[config.mk]
export PLATFORM = sky130hd
export DESIGN_NAME = mm_req_arb
export DESIGN_NICKNAME = d
export VERILOG_FILES = /design/src/rtl/mm_req_arb.sv
export SDC_FILE = /design/constraint.sdc
export NUM_CORES = 1
export LEC_CHECK = 0
export CAP_MARGIN = 0
export CORE_AREA = 2 2 408 410
export CTS_BUF_LIST = sky130_fd_sc_hd__clkbuf_8
export DETAILED_ROUTE_END_ITERATION = 12
export DIE_AREA = 0 0 410 412
export GPL_ROUTABILITY_DRIVEN = 0
export MAX_ROUTING_LAYER = met4
export SLEW_MARGIN = 40
export SYNTH_ARGS = -nofsm -noshare
export SYNTH_HDL_FRONTEND = slang
export SYNTH_SLANG_ARGS = --single-unit
[constraint.sdc]
create_clock -name clk -period 33.9 [get_ports clk]
set_clock_uncertainty 0.05 [all_clocks]
set_input_delay 6.78 -clock clk [delete_from_list [all_inputs] [get_ports clk]]
set_output_delay 6.78 -clock clk [all_outputs]
set_load 0.1 [all_outputs]
[src/rtl/mm_req_arb.sv]
`timescale 1ns/1ps
// mm_req_arb
//   Two-requester round-robin front end for a shared Montgomery multiplier core.
//   The winner's job streams N operand beats (x, y) into the core. The core's
//   N result beats are then returned to that requester only.
//
// Ports
//   clk, rst_n          clock; asynchronous reset, active high
//   req[1:0]            per-requester request, held until granted
//   req_type[3:0]       2-bit modulus select per requester
//   req_x/req_y[2K-1:0] per-requester operand words; requester i uses slice i
//   req_valid[1:0]      per-requester operand-beat valid
//   gnt[1:0]            one-hot single-cycle grant pulse
//   busy                FSM not in IDLE
//   res_data[K-1:0]     result word, broadcast to both requesters
//   res_valid[1:0]      result-beat valid, owning requester only
//   res_last            marks the final result beat
//   mm_type/mm_start/mm_x/mm_x_valid/mm_y/mm_y_valid   drive the core
//   mm_result/mm_valid  result stream from the core
module mm_req_arb #(
   parameter int unsigned K = 128,
   parameter int unsigned N = 32
) (
   input  logic           clk,
   input  logic           rst_n,
   input  logic [1:0]     req,
   input  logic [3:0]     req_type,
   input  logic [2*K-1:0] req_x,
   input  logic [2*K-1:0] req_y,
   input  logic [1:0]     req_valid,
   output logic [1:0]     gnt,
   output logic           busy,
   output logic [K-1:0]   res_data,
   output logic [1:0]     res_valid,
   output logic           res_last,
   output logic [1:0]     mm_type,
   output logic           mm_start,
   output logic [K-1:0]   mm_x,
   output logic           mm_x_valid,
   output logic [K-1:0]   mm_y,
   output logic           mm_y_valid,
   input  logic [K-1:0]   mm_result,
   input  logic           mm_valid
);

   localparam int unsigned   CW        = $clog2(N + 1);
   localparam logic [CW-1:0] LAST_BEAT = CW'(N - 1);

   localparam logic [1:0] S_IDLE  = 2'd0;
   localparam logic [1:0] S_LOAD  = 2'd1;
   localparam logic [1:0] S_WAIT  = 2'd2;
   localparam logic [1:0] S_DRAIN = 2'd3;

   logic [1:0]    state;
   logic          owner;
   logic          prio;      // requester currently holding highest priority
   logic          win;
   logic          take;
   logic [CW-1:0] in_cnt;
   logic [CW-1:0] out_cnt;

   // Winner: the priority holder if it requests, otherwise the other one.
   always_comb begin
      win = prio;
      if (!req[prio]) win = ~prio;
   end

   // A result beat is consumed on the first mm_valid in WAIT and then on every
   // DRAIN cycle, irrespective of mm_valid.
   assign take = ((state == S_WAIT) && mm_valid) || (state == S_DRAIN);
   assign busy = (state != S_IDLE);

   always_ff @(posedge clk or posedge rst_n) begin
      if (rst_n) begin
         state      <= S_IDLE;
         owner      <= 1'b0;
         prio       <= 1'b0;
         in_cnt     <= '0;
         out_cnt    <= '0;
         gnt        <= '0;
         mm_start   <= 1'b0;
         mm_type    <= '0;
         mm_x       <= '0;
         mm_y       <= '0;
         mm_x_valid <= 1'b0;
         mm_y_valid <= 1'b0;
         res_data   <= '0;
         res_valid  <= '0;
         res_last   <= 1'b0;
      end else begin
         gnt        <= '0;
         mm_start   <= 1'b0;
         mm_x_valid <= 1'b0;
         mm_y_valid <= 1'b0;
         res_valid  <= '0;
         res_last   <= 1'b0;

         case (state)
            S_IDLE: begin
               in_cnt  <= '0;
               out_cnt <= '0;
               if (|req) begin
                  gnt      <= win ? 2'b10 : 2'b01;
                  mm_start <= 1'b1;
                  mm_type  <= win ? req_type[3:2] : req_type[1:0];
                  owner    <= win;
                  prio     <= ~win;
                  state    <= S_LOAD;
               end
            end

            S_LOAD: begin
               if (req_valid[owner]) begin
                  mm_x       <= owner ? req_x[2*K-1:K] : req_x[K-1:0];
                  mm_y       <= owner ? req_y[2*K-1:K] : req_y[K-1:0];
                  mm_x_valid <= 1'b1;
                  mm_y_valid <= 1'b1;
                  in_cnt     <= in_cnt + CW'(1);
                  if (in_cnt == LAST_BEAT) state <= S_WAIT;
               end
            end

            default: ;
         endcase

         if (take) begin
            res_data  <= mm_result;
            res_valid <= owner ? 2'b10 : 2'b01;
            if (out_cnt == LAST_BEAT) begin
               res_last <= 1'b1;
               state    <= S_IDLE;
               in_cnt   <= '0;
               out_cnt  <= '0;
            end else begin
               out_cnt <= out_cnt + CW'(1);
               state   <= S_DRAIN;
            end
         end
      end
   end

endmodule

==> results.yml <==
timing:
  timing.fmax_mhz: 103
  fin_crit_ps: 9690
  period_share_pct: 28.6
  tightestPinTransition_ps: 837
  finalSetupViolCount: 0
  rsz0062_at_grt: "false"
  relSlewSlack_pct: 44.6
  timing.setup.tns_ps: 0
  finalHoldViolations: 0
  slew_violations: 0
cts:
  cts_setup_buffers: 0
  numCtsBuffers: 83
  tritoncts: "built"
  postCtsHoldBufs: 0
  path_clk_slew_ps: 60
  htree_levels: 3
  clk_latency_ps: 780
  cts_sinks: 409
  cts_resized: 0
  cts_root_buf: "clkbuf_8"
  clockBufferDepth: 3
synthesis:
  async_flop_share_pct: 100
  synthMuxAreaShare_pct: 14.8
  synthDominantCellAreaShare_pct: 58.3
  yosys.area_share.adder_pct: 0.142
  syn-num-nets: 2415
  synth_compound_area_share_pct: 7.97
  syn_inst: 1762
  synth_ff_type: "dfrtp_1"
  synth-seq-cells: 409
  synth_top_area_cell: "dfrtp_1"
  yosysWarnings: 0
  synth_xor_area_share_pct: 0.299
  syn-cell-area_um2: 17600
  avgSynthCellArea_um2: 9.97
  yosys.cell_types.count: 34
  synth-seq-area-share_pct: 58.3
  yosysMostFrequentCell: "dfrtp_1"
  synth_common_cells: "409 x dfrtp_1, 394 x nand2_1, 271 x nor2_1"
  synth-edff-count: 0
  synth_top_family_by_area: "simple AND/OR/NAND/NOR gates"
  synth.top_cells.by_area: "dfrtp_1 58%, mux2i_1 15%, nand2_1 8.4%"
  synth_simple_gate_area_share_pct: 15.0
global_routing:
  antenna_found_initial: 103
  grt.total_usage_pct: 14.8
  grt_max_degree: 106
  overflow: 0
  grt_pass1_wl_mm: 163
  first_global_vias: 17300
finish:
  fillCellCount: 18300
  syn_to_final_growth_pct: 74.8
  final_cells: 5104
  drive_above_1_share_pct: 19.4
  final_nets: 3450
hold_path:
  hp-start: "res_data[102]"
  holdCritPathClass: "reg2reg"
worst_setup_path:
  worst-path-max-fanout: 99
  r2r_start: "owner"
  critical-path-top-delay-family: "buffers and inverters"
  cp-start-kind: "input port"
  cp_cell_sequence: "clkdlybuf4s50_1 -> mux2i_4 -> nor3b_2 -> buf_4 -> buf_6 -> buf_6 -> buf_4 -> buf_12 -> nor2_1 -> a21oi_1"
  cp_slowest_cell: "buf_6"
  worst-path-buf-inv: 6
  slowest_delay_ps: 610
  cp-startpoint: "req_valid[1]"
  critical_path_arrival_ps: 10300
  path_class: "in2reg"
  cp-end-kind: "register"
  cp.required_ps: 34510
placed_design:
  dp.cells: 4900
  place_hpwl_mm: 107
  port_buffers: 1045
floorplanning:
  ios: 1046
  die_area_um2: 169000
  die_y_um: 412
  core_area_um2: 164000
  rows: 149
  dieWidth_um: 410
  initial_core_util_pct: 10.7
drt:
  drtIter0Drc: 1257
  firstDrtPassIters: 5
  vias: 17500
  wl_per_cell_um: 24.6
  drc: 0
  vias_per_cell: 3.43
  ant_nets: 0
  wl_mm: 126
run:
  cap_violations: 0
status:
  status: "completed"
[cell families (layout without fill, tap and decap cells)]
logic type      Yosys count  in the layout
other cells               0             58
compound gates          274            274
mux                     259            259
simple gates            688            688
fa+ha+maj                 2              2
xor+xnor                  6              6
flops                   409            409
buf+inv                 124           1219
[stage by stage]
step	setup WS, ps	hold WS (ps)	util, %	area (um^2)
floorplan	15690	397	-	17600
global placement	22570	408	18.3	30000
detailed placement	23480	407	17.5	28800
CTS	24330	422	18.6	30500
global route	24010	437	18.7	30700
finish	24210	415	18.7	30700
[area by class of cell]
class	count	area [um^2]	area share (%)
Clock buffer	102	1400	4.57
Clock inverter	43	320	1.04
Multi-Input combinational cell	1229	6750	22.0
Inverter	6	35.0	0.114
Tap cell	2189	2740	8.92
Timing Repair Buffer	1068	9070	29.6
Antenna cell	58	145	0.473
Sequential cell	409	10200	33.3
[final timing paths]
kind / to / slack, ps / cells after the start
worst min register to register: res_data[102] / 410 / 2
worst max register to register: mm_x[125] / 29920 / 9
worst max-delay path: mm_x[125] / 24210 / 10
min in group asynchronous: res_data[25] / 6470 / 2
max in group asynchronous: mm_y[120] / 24880 / 6
worst min-delay path: res_data[102] / 410 / 2
[flip-flops by register name, indices dropped and copies added, names as in the netlist, 2 cells and up]
| register | cells |
|---|---|
| gnt | 2 |
| mm_y | 128 |
| res_valid | 2 |
| in_cnt | 6 |
| res_data | 128 |
| mm_type | 2 |
| out_cnt | 6 |
| state | 2 |
| mm_x | 128 |
[tightest hold or removal path, cell delays in order, from the launching register on]
cell,delay (ps)
dfrtp_1,330
nand2_1,50
nand2_1,50
[routing by layer]
metal	vias up	global-route usage, %	routed length, um
met5	-	-	0
met4	0	3.93	4000
met3	199	7.58	15400
met2	849	24.0	58900
met1	8428	15.9	47400
li1	8047	-	-
[placed cells by master (no fill, tap or decap), types with 2 or more instances in the layout]
cell	instances
clkdlybuf4s50_1	650
dfrtp_1	408
nand2_1	394
buf_2	274
nor2_1	271
a21oi_1	257
mux2i_1	255
buf_4	129
clkbuf_8	102
diode_2	58
inv_1	24
clkinv_2	15
buf_6	9
o21ai_1	7
xnor2_1	6
nand3_1	5
buf_12	5
and3_1	4
o211ai_1	3
clkinv_8	3
bufinv_16	3
nand2b_1	2
a222oi_1	2
nor3_1	2
nor3b_1	2
mux2_2	2
ha_1	2
inv_12	2
Power is left out: the tool's default activity adds up to more than one toggle a clock period on the data nets, which glitch-free logic cannot reach.
